`src/rtl/battle_ai_gen.sv`:
```
// AI opponent for the tug-of-war reaction game: fires one pbl_AI pulse per round,
// timed from DARK entry by difficulty level plus optional LFSR jitter.
module battle_ai_gen #(
  parameter int          CNT_W      = 11,
  parameter int          BASE_DELAY = 1199,
  parameter int          LEVEL_STEP = 256,
  parameter int          JITTER_W   = 8,
  parameter logic [15:0] SEED       = 16'hACE1
) (
  input  logic       clk,
  input  logic       rst,
  input  logic [1:0] state,
  input  logic       enable,
  input  logic [1:0] level,
  input  logic       jitter_en,
  output logic       pbl_AI,
  output logic       jumped,
  output logic       armed,
  output logic [7:0] press_cnt
);

  localparam int TW = CNT_W + 2;
  localparam logic [15:0]          SEED_EFF = (SEED == 16'h0000) ? 16'h0001 : SEED;
  localparam logic signed [TW-1:0] T_MIN    = TW'(1);
  localparam logic signed [TW-1:0] T_MAX    = TW'((1 << CNT_W) - 1);
  localparam logic signed [TW-1:0] BASE_S   = TW'(BASE_DELAY);
  localparam logic signed [TW-1:0] STEP_S   = TW'(LEVEL_STEP);

  typedef enum logic [1:0] {IDLE, ARMED, DONE} fsm_t;

  fsm_t                  fsm, fsm_n;
  logic [1:0]            state_q;
  logic [15:0]           lfsr;
  logic [CNT_W-1:0]      count, count_n;
  logic [CNT_W-1:0]      target, target_n, target_calc;
  logic                  pbl_n, jumped_n;
  logic [7:0]            press_n;
  logic                  round_start;
  logic signed [TW-1:0]  level_s, jitter_s, t_raw;

  assign round_start = (state == 2'b00) && (state_q != 2'b00) && enable;
  assign armed       = (fsm == ARMED);

  // Free-running Galois LFSR; its low bits supply jitter whenever a round starts.
  always_ff @(posedge clk or posedge rst) begin
    if (rst) begin
      lfsr    <= SEED_EFF;
      state_q <= 2'b01;
    end else begin
      lfsr    <= {1'b0, lfsr[15:1]} ^ (lfsr[0] ? 16'hB400 : 16'h0000);
      state_q <= state;
    end
  end

  // Signed headroom lets high levels go below 1 before clamping into the counter range.
  always_comb begin
    level_s  = $signed({{(TW-2){1'b0}}, level});
    jitter_s = '0;
    if (jitter_en) jitter_s = $signed({{(TW-JITTER_W){1'b0}}, lfsr[JITTER_W-1:0]});
    t_raw = BASE_S - level_s * STEP_S + jitter_s;
    if (t_raw < T_MIN)      target_calc = T_MIN[CNT_W-1:0];
    else if (t_raw > T_MAX) target_calc = T_MAX[CNT_W-1:0];
    else                    target_calc = t_raw[CNT_W-1:0];
  end

  always_ff @(posedge clk or posedge rst) begin
    if (rst) begin
      fsm       <= IDLE;
      count     <= '0;
      target    <= '0;
      pbl_AI    <= 1'b0;
      jumped    <= 1'b0;
      press_cnt <= 8'd0;
    end else begin
      fsm       <= fsm_n;
      count     <= count_n;
      target    <= target_n;
      pbl_AI    <= pbl_n;
      jumped    <= jumped_n;
      press_cnt <= press_n;
    end
  end

  // Round start outranks the press check, so a rearm never fires on a stale target.
  always_comb begin
    fsm_n    = fsm;
    count_n  = count;
    target_n = target;
    pbl_n    = 1'b0;
    jumped_n = 1'b0;
    press_n  = press_cnt;
    if (!enable) begin
      fsm_n = IDLE;
    end else if (round_start) begin
      fsm_n    = ARMED;
      count_n  = '0;
      target_n = target_calc;
    end else if (state[0]) begin
      fsm_n = IDLE;
    end else if (fsm == ARMED) begin
      if (count == target) begin
        pbl_n    = 1'b1;
        jumped_n = (state == 2'b00);
        press_n  = (press_cnt == 8'hFF) ? press_cnt : press_cnt + 8'd1;
        fsm_n    = DONE;
      end else begin
        count_n = count + CNT_W'(1);
      end
    end
  end

endmodule

```
`config.mk`:
```
export PLATFORM = sky130hd
export DESIGN_NAME = battle_ai_gen
export DESIGN_NICKNAME = d
export VERILOG_FILES = /design/src/rtl/battle_ai_gen.sv
export SDC_FILE = /design/constraint.sdc
export NUM_CORES = 1
export LEC_CHECK = 0
export ABC_AREA = 1
export BUFFER_PORTS_ARGS = -buffer_cell sky130_fd_sc_hd__buf_2
export CORE_UTILIZATION = 62
export DETAILED_ROUTE_END_ITERATION = 7
export HOLD_SLACK_MARGIN = 0.05
export PLACE_DENSITY = 0.85
export SKIP_CTS_REPAIR_TIMING = 1
export SLEW_MARGIN = 0
export SYNTH_ARGS = -nofsm -noshare
export SYNTH_HDL_FRONTEND = slang
export SYNTH_SLANG_ARGS = --single-unit
```
`constraint.sdc`:
```
create_clock -name clk -period 3.8 [get_ports clk]
set_input_delay 0.38 -clock clk [delete_from_list [all_inputs] [get_ports clk]]
set_output_delay 0.38 -clock clk [all_outputs]
set_load 0.03 [all_outputs]
```
=== Word-level counts from Yosys, hierarchy flattened ===
Index checks and enable logic that the tools add are counted.

* Bits in registers: 52
* Output and inout port bits: 11
* Word-level logic and storage cells: 57

* Add/sub/neg operators: 4
* Order comparisons: 2
* Equal/unequal tests: 7
* Muxes and demuxes: 23
* Bitwise logic cells: 4
* Reduce and logical (&&, ||, !) cells: 9

{| class="wikitable"
|+ Operator list
! cell !! number
|-
| $mux W11 || 6
|-
| $mux W16 || 1
|-
| $xor A15 B16 Y16 || 1
|-
| $add A12 B9 Y13 || 1
|-
| $gt A13 B12 Y1 const B || 1
|-
| $lt A13 B2 Y1 const B || 1
|-
| $sub A11 B10 Y12 const A || 1
|-
| $add A11 B1 Y11 const B || 1
|-
| $eq A11 B11 Y1 || 1
|-
| $mux W1 || 10
|-
| $mux W2 || 5
|-
| $add A8 B1 Y8 const B || 1
|-
| $eq A8 B8 Y1 const B || 1
|-
| $mux W8 || 1
|-
| $ne A4 B2 Y1 const B || 2
|-
| $reduce_and A6 Y1 || 1
|-
| $reduce_and A2 Y1 || 2
|-
| $reduce_and A4 Y1 || 1
|-
| $reduce_bool A2 Y1 || 2
|-
| $not A1 Y1 || 3
|-
| $eq A2 B1 Y1 const B || 1
|-
| $logic_and A1 B1 Y1 || 2
|-
| $logic_not A2 Y1 || 1
|-
| $ne A2 B1 Y1 const B || 1
|-
| $ne A2 B2 Y1 const B || 1
|}

=== Longest topological paths before layout ===
Gate-level depths: netlist (run 1).

* Word-level depth: 6
* Depth in mapped cells: 16
* Gate-level depth less buffers: 15

=== Worst setup path after synthesis (run 1) ===
Ideal clock, no wire load.

* Kind: flip-flop to flip-flop
* Start point: reg lfsr[0]
* End point: reg target[0]
* Setup time: 71 ps
* Arrival time: 1734 ps
* Setup slack: 1995 ps
* Cell stages (with the launch flop): 13
* Path buffers: 0
* Cells stage by stage: dfstp_2 nand2_1 ha_1 inv_1 nor3_1 nand4_1 nor2_1 nand2_1 nor2_1 nand2_1 nand3_1 nor2_1 nor2_1

* Word-level cells in the longest chain between the ends: 5

{| class="wikitable"
|+ RTL lines
! item !! RTL line !! text
|-
| start: declaration || 33 || <nowiki>logic [15:0] lfsr;</nowiki>
|-
| start signal: assignment || 50 || <nowiki>lfsr <= {1'b0, lfsr[15:1]} ^ (lfsr[0] ? 16'hB400 : 16'h0000);</nowiki>
|-
| $mux W8 (*) || 59 || <nowiki>if (jitter_en) jitter_s = $signed({{(TW-JITTER_W){1'b0}}, lfsr[JITTER_W-1:0]});</nowiki>
|-
| $add A12 B9 Y13 (*) || 60 || <nowiki>t_raw = BASE_S - level_s * STEP_S + jitter_s;</nowiki>
|-
| $gt A13 B12 Y1 || 62 || <nowiki>else if (t_raw > T_MAX) target_calc = T_MAX[CNT_W-1:0];</nowiki>
|-
| $mux W11 || 62 ||
|-
| $mux W11 (*) || 61 || <nowiki>if (t_raw < T_MIN) target_calc = T_MIN[CNT_W-1:0];</nowiki>
|-
| end signal: assignment || 77 || <nowiki>target <= target_n;</nowiki>
|-
| end: declaration || 35 || <nowiki>logic [CNT_W-1:0] target, target_n, target_calc;</nowiki>
|}

Every way passes the cells marked *; elsewhere a longest branch is shown, timed or not.
A chain may end at the register's enable or synchronous reset.

=== Worst setup path after layout (run 1) ===
* Start point: reg state_q[0]
* End point: reg press_cnt[7]

* Word-level cells in the longest chain between the ends: 5

{| class="wikitable"
|+ RTL lines
! item !! RTL line !! text
|-
| start: declaration || 32 || <nowiki>logic [1:0] state_q;</nowiki>
|-
| start signal: assignment || 51 || <nowiki>state_q <= state;</nowiki>
|-
| $reduce_bool A2 Y1 || 41 || <nowiki>assign round_start = (state == 2'b00) && (state_q != 2'b00) && enable;</nowiki>
|-
| $logic_and A1 B1 Y1 (2 in a row) || 41 ||
|-
| $not A1 Y1 (no source line) || - ||
|-
| $reduce_and A6 Y1 (no source line) || - ||
|-
| end signal: assignment || 80 || <nowiki>press_cnt <= press_n;</nowiki>
|-
| end: declaration || 19 || <nowiki>output logic [7:0] press_cnt</nowiki>
|}

No other way between the ends.

==> results of run 1 <==
-- layer usage --
metal	vias to the layer above	wire, um	GRT usage (%)	share of wire (%)
li1	1205	-	-	-
met5	-	0	0	0
met4	0	57	7.71	1.1
met1	1056	2620	32.0	49
met3	6	151	4.80	2.8
met2	35	2510	40.5	47
-- kinds of logic after synthesis --
logic type	after synthesis
AND/OR/NAND/NOR	212
buffers and inverters	53
flip-flops	52
AO/OA/AOI/OAI	24
XOR/XNOR	23
adder cells (fa/ha/maj)	5
-- final timing paths --
check	from	endpoint	slack, ns	cells after the start
worst min register to register	lfsr[12]$_DFF_PP0_	lfsr[11]$_DFF_PP1_	0.36	0
min in group asynchronous	rst	lfsr[12]$_DFF_PP0_	0.31	2
worst max-delay path	state_q[0]$_DFF_PP1_	press_cnt[7]$_DFFE_PP0P_	1.41	9
worst min-delay path	state[0]	state_q[0]$_DFF_PP1_	0.17	1
max in group asynchronous	rst	count[3]$_DFFE_PP0P_	2.88	2
worst max register to register	state_q[0]$_DFF_PP1_	press_cnt[7]$_DFFE_PP0P_	1.41	9
-- where the power goes --
part / total [mW] / internal [mW] / leakage (nW) / switching, mW
sequential: 0.637 / 0.595 / 0.638 / 0.0414
combinational: 0.162 / 0.0614 / 0.931 / 0.101
clock: 0.387 / 0.199 / 0.0558 / 0.187
-- state kept, by name, indices dropped and copies added, names as in the netlist --
signal and cells:
lfsr 16, count 11, target 11, press_cnt 8
fsm 2, state_q 2, jumped 1, pbl_AI 1
-- cells in the final DEF, fill, tap and decap left out, drive strengths merged --
master  count
a21oi       6
buf        18
bufinv      1
clkbuf      6
dfrtp      43
dfstp       9
ha          5
inv        48
nand2     119
nand3      36
nand4       7
nor2       31
nor3       12
nor4        4
o21ai      16
o31ai       2
or2         3
xnor2       9
xor2       14
-- metrics by stage --
step           cell area, sq um  std cells
2_1_floorplan              2830        369
3_3_place_gp               2950        433
3_5_place_dp               2950        433
4_1_cts                    3060        441
5_1_grt                    3060        441
6_report                   3060        441
-- area by class of cell --
| class | instances | area share [%] |
|---|---|---|
| tap | 52 | 2.13 |
| timing repair buffer | 18 | 2.94 |
| clock buffer | 6 | 2.37 |
| sequential | 52 | 42.9 |
| multi-input combinational | 264 | 42.6 |
| inverter | 47 | 5.77 |
| clock inverter | 2 | 1.27 |
==> flow_metrics.py, run 1 <==
metrics = {
    "outcome": {
        "status": "finished clean",
    },
    "routing": {
        "wirelength_mm": 5.34,
        "vias": 2302,
        "wl_per_cell_um": 12.1,
        "vias_per_cell": 5.22,
        "drcViolationCount": 0,
        "ant_nets": 0,
        "dr.pass1.iters": 4,
        "detailedRoute.firstIterationViolations": 139,
    },
    "yosys": {
        "synthDistinctLibCells": 24,
        "synth-xor-area-share_pct": 7.13,
        "yosysMostFrequentCell": "nand2_1",
        "ys.flop_type": "dfrtp_1",
        "syn_area_sq_um": 2830,
        "synth-async-reset-ratio_pct": 100,
        "synthMuxAreaShare_pct": 0,
        "ys_seq_area_share_pct": 46.5,
        "synth_top_family_by_area": "simple AND/OR/NAND/NOR gates",
        "synth_edf_count": 0,
        "syn-num-nets": 382,
        "synth_cells": 369,
        "yosysWarnings": 0,
        "yosysTopAreaCellShare_pct": 38.1,
        "yosysTopAreaCell": "dfrtp_1",
        "synth_area_per_cell_sq_um": 7.66,
        "synthSimpleGateAreaFrac_pct": 32.2,
        "synth_commonest_cells": "nand2_1 (115), inv_1 (46), dfrtp_1 (43), nand3_1 (35), nor2_1 (31)",
        "synth-seq-cells": 52,
        "synth_compound_area_share_pct": 4.56,
        "synth_adder_area_share_pct": 2.21,
        "synth_area_leaders": "dfrtp_1 (38%), nand2_1 (15%), dfstp_2 (8.4%), nand3_1 (6.2%), inv_1 (6.1%)",
    },
    "clock_network": {
        "cts_htree_levels": 2,
        "numClockSinks": 52,
        "cts.clk_slew.worst_paths_ns": 0.09,
        "root_buffer": "clkbuf_8",
        "cts_buffers": 5,
        "cts_tree": "done",
        "worstSkewPairLatency_ns": 0.31,
        "clockBufferDepth": 2,
    },
    "critical_path": {
        "path_cells": "nor2_1, nor2_1, nand2_1, inv_1, nor3_1, nand2_1, inv_2, nand2_1, o21ai_0",
        "cpMaxStageDelayCell": "inv_1",
        "required_ns": 3.99,
        "start_kind": "register",
        "cpMostUsedCell": "nand2_1",
        "critPathMaxStageDelay_ns": 0.56,
        "path_buf_inv": 2,
        "cpLargestDelayFamily": "simple AND/OR/NAND/NOR gates",
        "critPathKind": "reg2reg",
        "cp_data_arrival_time_ns": 2.59,
        "end_kind": "register",
        "crit_fanout": 23,
    },
    "timing": {
        "finalHoldViolCount": 0,
        "final.period_utilization_pct": 62.9,
        "holdWs_ns": 0.172,
        "slew_viol_final": 0,
        "finalSetupTns_ns": 0,
        "slew_headroom_pct": 32.5,
        "fmax_mhz": 418,
        "rsz0062_at_grt": "false",
        "setup-violations-final": 0,
        "min_period_ns": 2.39,
        "clock_skew_ns": 0.00412,
        "worstMarginPinSlew_ns": 1.01,
        "timing.final.ws_setup_ns": 1.41,
    },
    "pwr": {
        "cellPowerDensity_nw_per_um2": 387,
        "leakagePower_nw": 1.62,
        "ir_drop_uv": 248,
        "finalPower_mw": 1.19,
    },
    "floorplanning": {
        "die_h_um": 69.5,
        "dieArea_sq_um": 4830,
        "initial_core_util_pct": 64.9,
        "die_w_um": 69.5,
        "core_area_sq_um": 4350,
        "boundaryPins": 19,
        "rows": 24,
    },
    "cells_and_area": {
        "final_util_pct": 70.3,
        "multiInputGateArea_sq_um": 1300,
        "nets": 401,
        "antenna_cells": 0,
        "seqCellArea_sq_um": 1310,
        "nFillCells": 349,
        "drive_above_1_share_pct": 11.8,
        "area_growth_pct": 8.28,
    },
    "job": {
        "maxCapViolCount": 0,
    },
    "placement": {
        "dp_hpwl_mm": 3.81,
        "post-place-ws_ns": 1.36,
        "gp_congestion": 0.901,
        "port_buffers": 18,
    },
    "worst_hold_path": {
        "worstHoldPathType": "in2reg",
    },
    "grt": {
        "overflow": 0,
        "antenna_found_initial": 0,
        "grt_pass1_vias": 2241,
        "grt_pass1_wl_mm": 9.47,
        "grt_max_degree": 53,
        "grt_use_total_pct": 24.3,
    },
}
(Power assumes the default switching activity.)
==> inputs of run 2 (changes only) <==
--- a/config.mk
+++ b/config.mk
@@ -7,10 +7,10 @@
 export LEC_CHECK = 0
 export ABC_AREA = 1
 export BUFFER_PORTS_ARGS = -buffer_cell sky130_fd_sc_hd__buf_2
-export CORE_UTILIZATION = 62
+export CORE_UTILIZATION = 60
 export DETAILED_ROUTE_END_ITERATION = 7
 export HOLD_SLACK_MARGIN = 0.05
-export PLACE_DENSITY = 0.85
+export PLACE_DENSITY = 0.83
 export SKIP_CTS_REPAIR_TIMING = 1
 export SLEW_MARGIN = 0
 export SYNTH_ARGS = -nofsm -noshare
==> constraint.sdc (replaced) <==
create_clock -name clk -period 2.4 [get_ports clk]
set_input_delay 0.24 -clock clk [delete_from_list [all_inputs] [get_ports clk]]
set_output_delay 0.24 -clock clk [all_outputs]
set_load 0.03 [all_outputs]
==> run 2 against run 1 <==
Against the previous run: clock skew rose by 0.0060 ns; total power rose by 67%; die area rose by 3.2%; sequential power rose by 59%; first-iteration DRC count rose by 15%; sequential share of layout area fell by 1.0 points; setup slack got worse by 1.1 ns; critical path depth rose by 3; via count rose by 5.5%; combinational power rose by 63%; routed wire length rose by 6.2%; core utilization rose by 0.29 points; largest power group unchanged.
==> flow_metrics.py, run 2 (synthesis gave the netlist of run 1 again) <==
metrics = {
    "outcome": {
        "status": "finished clean",
    },
    "clock_network": {
        "root_buffer": "clkbuf_8",
        "clockBufferDepth": 2,
        "cts_buffers": 5,
        "cts.clk_slew.worst_paths_ns": 0.10,
        "cts_tree": "done",
        "worstSkewPairLatency_ns": 0.31,
        "numClockSinks": 52,
        "cts_htree_levels": 2,
    },
    "critical_path": {
        "cp_data_arrival_time_ns": 2.32,
        "required_ns": 2.64,
        "cpMaxStageDelayCell": "dfstp_2",
        "cpMostUsedCell": "nor2_1",
        "start_kind": "register",
        "critPathKind": "reg2reg",
        "path_cells": "nand2_1, ha_1, inv_1, nor3_1, nand4_1, nor2_1, nand2_1, nor2_1, nand2_1, nand3_1, nor2_1, nor2_1",
        "end_kind": "register",
        "critPathMaxStageDelay_ns": 0.61,
        "crit_fanout": 6,
    },
    "timing": {
        "fmax_mhz": 482,
        "setup-violations-final": 0,
        "slew_viol_final": 0,
        "min_period_ns": 2.08,
        "timing.final.ws_setup_ns": 0.324,
        "finalHoldViolCount": 0,
        "clock_skew_ns": 0.0101,
        "worstMarginPinSlew_ns": 0.534,
        "slew_headroom_pct": 64.4,
        "holdWs_ns": 0.0634,
        "rsz0062_at_grt": "false",
        "final.period_utilization_pct": 86.5,
        "finalSetupTns_ns": 0,
    },
    "cells_and_area": {
        "design_area_sq_um": 3140,
        "nets": 406,
        "nFillCells": 350,
        "drive_above_1_share_pct": 12.4,
        "layout_commonest_cell": "nand2_1",
        "layout_common_cells": "nand2_1 (115), inv_1 (45), dfrtp_1 (43)",
        "antenna_cells": 0,
        "final_util_pct": 70.6,
        "area_growth_pct": 11.0,
        "largest_reg_flops": 16,
        "top_register": "lfsr",
        "final_cells": 446,
        "top_regs": "lfsr: 16 flops, count: 11 flops, target: 11 flops",
    },
    "pwr": {
        "cellPowerDensity_nw_per_um2": 631,
        "finalPower_mw": 1.98,
        "ir_drop_uv": 416,
        "leakagePower_nw": 1.66,
    },
    "routing": {
        "dr.pass1.iters": 4,
        "vias_per_cell": 5.44,
        "vias": 2428,
        "wirelength_mm": 5.67,
        "ant_nets": 0,
        "detailedRoute.firstIterationViolations": 160,
        "drcViolationCount": 0,
        "wl_per_cell_um": 12.7,
    },
    "placement": {
        "post-place-ws_ns": 0.349,
        "gp_congestion": 0.870,
        "dp_hpwl_mm": 3.97,
        "dpl-instance-area_sq_um": 2980,
        "port_buffers": 18,
        "dpl.cell_count": 436,
    },
    "grt": {
        "grt_max_degree": 28,
        "grt_use_total_pct": 25.0,
        "grt_pass1_wl_mm": 9.85,
        "overflow": 0,
        "antenna_found_initial": 0,
        "grt_pass1_vias": 2329,
    },
    "floorplanning": {
        "die_w_um": 70.6,
        "die_h_um": 70.6,
        "dieArea_sq_um": 4990,
        "boundaryPins": 19,
        "rows": 24,
        "core_area_sq_um": 4440,
        "initial_core_util_pct": 63.6,
    },
    "worst_hold_path": {
        "worstHoldPathType": "in2reg",
    },
    "job": {
        "maxCapViolCount": 0,
    },
}
run 2: final timing paths:
path,start,to,cells past startpoint,slack (ns)
worst max-delay path,lfsr[0]$_DFF_PP1_,target[0]$_DFFE_PP0P_,12,0.32
max in group asynchronous,rst,target[10]$_DFFE_PP0P_,4,1.35
min in group asynchronous,rst,press_cnt[4]$_DFFE_PP0P_,3,0.52
worst max register to register,lfsr[0]$_DFF_PP1_,target[0]$_DFFE_PP0P_,12,0.32
worst min register to register,lfsr[12]$_DFF_PP0_,lfsr[11]$_DFF_PP1_,0,0.36
worst min-delay path,state[1],state_q[1]$_DFF_PP0_,1,0.06
run 2: cell type report:
class / instances / area (sq um) / area share (%)
well taps: 52 / 65.1 / 2.08
repair buffers: 23 / 145 / 4.63
clock buffers: 6 / 72.6 / 2.31
inverters: 47 / 176 / 5.63
flip-flops and latches: 52 / 1310 / 41.9
multi-input cells: 264 / 1300 / 41.6
clock inverters: 2 / 60.1 / 1.92
run 2: power by group:
part           switching, mW  internal (mW)
Clock                  0.291          0.417
Sequential            0.0650          0.943
Combinational          0.160          0.104
Total                  0.516           1.46
run 2: metal layers:
layer  GRT usage [%]  up-vias  share of wire (%)
li1                -     1217                  -
met1            31.6     1141                 45
met2            42.4       55                 50
met3            4.84       15                3.7
met4            10.7        0                2.1
met5               0        -                  0
run 2: worst max-delay path, delay by kind of cell (launching register included):
family / cells / cell delay, ns
buf+inv: 1 / 0.06
flops: 1 / 0.61
simple gates: 10 / 0.99
fa+ha+maj: 1 / 0.36
==> inputs of run 3 (changes only) <==
--- a/config.mk
+++ b/config.mk
@@ -7,6 +7,7 @@
 export LEC_CHECK = 0
 export ABC_AREA = 1
 export BUFFER_PORTS_ARGS = -buffer_cell sky130_fd_sc_hd__buf_2
+export CORE_MARGIN = 5
 export CORE_UTILIZATION = 60
 export DETAILED_ROUTE_END_ITERATION = 7
 export HOLD_SLACK_MARGIN = 0.05
==> run 3 against run 2 <==
Against the previous run: total power down 10%; critical path depth stayed put; clock power down 28%; sequential cell count is the same; hold slack better by 0.020 ns; die area increased by 24%; global-route usage fell by 6.5 points; core utilization shrank 4.4 points.
==> flow_metrics.py, run 3 (synthesis gave the netlist of run 1 again) <==
metrics = {
    "outcome": {
        "status": "finished clean",
    },
    "grt": {
        "grt_pass1_vias": 2169,
        "grt_pass1_wl_mm": 9.20,
        "grt_max_degree": 53,
        "grt_use_total_pct": 18.5,
        "antenna_found_initial": 0,
        "overflow": 0,
    },
    "cells_and_area": {
        "top_register": "lfsr",
        "antenna_cells": 0,
        "drive_above_1_share_pct": 12.7,
        "layout_commonest_cell": "nand2_1",
        "final_util_pct": 66.2,
        "largest_reg_flops": 16,
        "area_growth_pct": 9.17,
        "design_area_sq_um": 3080,
        "nets": 406,
        "layout_common_cells": "nand2_1 (115), inv_1 (45), dfrtp_1 (43)",
        "top_regs": "lfsr: 16 flops, count: 11 flops, target: 11 flops",
        "final_cells": 448,
    },
    "placement": {
        "gp_congestion": 0.916,
        "port_buffers": 18,
        "post-place-ws_ns": 0.447,
        "dpl.cell_count": 438,
        "dp_hpwl_mm": 3.89,
        "dpl-instance-area_sq_um": 2970,
    },
    "timing": {
        "timing.final.ws_setup_ns": 0.412,
        "finalSetupTns_ns": 0,
        "setup-violations-final": 0,
        "worstMarginPinSlew_ns": 0.630,
        "rsz0062_at_grt": "false",
        "clock_skew_ns": 0.00250,
        "fmax_mhz": 503,
        "slew_headroom_pct": 58.0,
        "final.period_utilization_pct": 82.8,
        "holdWs_ns": 0.0837,
        "min_period_ns": 1.99,
        "slew_viol_final": 0,
        "finalHoldViolCount": 0,
    },
    "critical_path": {
        "cp_data_arrival_time_ns": 2.23,
        "rr_startpoint": "lfsr[0]$_DFF_PP1_",
        "critPathKind": "reg2reg",
        "cpMaxStageDelayCell": "dfstp_2",
        "cpMostUsedCell": "nor2_1",
        "crit_fanout": 6,
        "start_kind": "register",
        "end_kind": "register",
        "path_cells": "nand2_1, ha_1, inv_1, nor3_1, nand4_1, nor2_1, nand2_1, nor2_1, nand2_1, nand3_1, nor2_1, nor2_1",
        "critPathMaxStageDelay_ns": 0.60,
        "cp-startpoint": "lfsr[0]$_DFF_PP1_",
        "required_ns": 2.65,
        "rr_worst_depth": 12,
    },
    "routing": {
        "vias_per_cell": 5.22,
        "ant_nets": 0,
        "wl_per_cell_um": 11.9,
        "detailedRoute.firstIterationViolations": 91,
        "drcViolationCount": 0,
        "dr.pass1.iters": 4,
        "wirelength_mm": 5.32,
        "vias": 2337,
    },
    "floorplanning": {
        "initial_core_util_pct": 60.6,
        "core_area_sq_um": 4660,
        "die_h_um": 78.6,
        "rows": 25,
        "dieArea_sq_um": 6180,
        "die_w_um": 78.6,
        "boundaryPins": 19,
    },
    "clock_network": {
        "cts_tree": "done",
        "cts_buffers": 5,
        "numClockSinks": 52,
        "clockBufferDepth": 2,
        "cts.clk_slew.worst_paths_ns": 0.09,
        "worstSkewPairLatency_ns": 0.31,
        "root_buffer": "clkbuf_8",
        "cts_htree_levels": 2,
    },
    "pwr": {
        "cellPowerDensity_nw_per_um2": 575,
        "ir_drop_uv": 460,
        "finalPower_mw": 1.77,
        "leakagePower_nw": 1.64,
    },
    "worst_hold_path": {
        "worstHoldPathType": "in2async",
    },
    "job": {
        "maxCapViolCount": 0,
    },
}
==> run 3: cell types whose count changed in the layout (fill, tap and decap cells not counted) <==
cell / delta
buf_12: -1
buf_4: +1
bufinv_16: -2
clkbuf_1: -1
clkinv_2: +1
clkinv_4: +1
inv_6: +1
==> run 3: area by class of cell <==
class | instances | area (sq um)
Sequential cell | 52 | 1310
Multi-Input combinational cell | 264 | 1300
Fill cell | 402 | 1580
Inverter | 47 | 176
Tap cell | 54 | 67.6
Clock inverter | 3 | 22.5
Clock buffer | 5 | 68.8
Timing Repair Buffer | 23 | 133
==> run 3: critical path: cells and delay by family (launching register included) <==
kind	cells	cell delay (ns)
DFF	1	0.60
adders and majority gates	1	0.35
and+or+nand+nor	10	0.90
buffers and inverters	1	0.06
==> run 3: where the power goes <==
part	total [mW]	leakage, nW	switching [mW]	internal, mW
Clock	0.507	0.0485	0.297	0.209
Sequential	1.01	0.638	0.0657	0.943
Combinational	0.260	0.954	0.158	0.102
==> run 3: metal layers <==
metal / routed length (um) / global-route usage [%] / vias to the layer above / share of wire, %
met5: 0 / 0 / - / 0
met1: 2540 / 23.6 / 1087 / 48
li1: - / - / 1213 / -
met3: 162 / 4.13 / 10 / 3.0
met2: 2520 / 31.2 / 27 / 47
met4: 98 / 5.94 / 0 / 1.8
==> run 3: worst paths after layout <==
kind / endpoint / slack [ns]
max: target[0]$_DFFE_PP0P_ / 0.41
min in group clk: lfsr[7]$_DFF_PP1_ / 0.36
max in group asynchronous: target[8]$_DFFE_PP0P_ / 1.89
min: lfsr[12]$_DFF_PP0_ / 0.08
max reg2reg: target[0]$_DFFE_PP0P_ / 0.41
min reg2reg: lfsr[7]$_DFF_PP1_ / 0.36
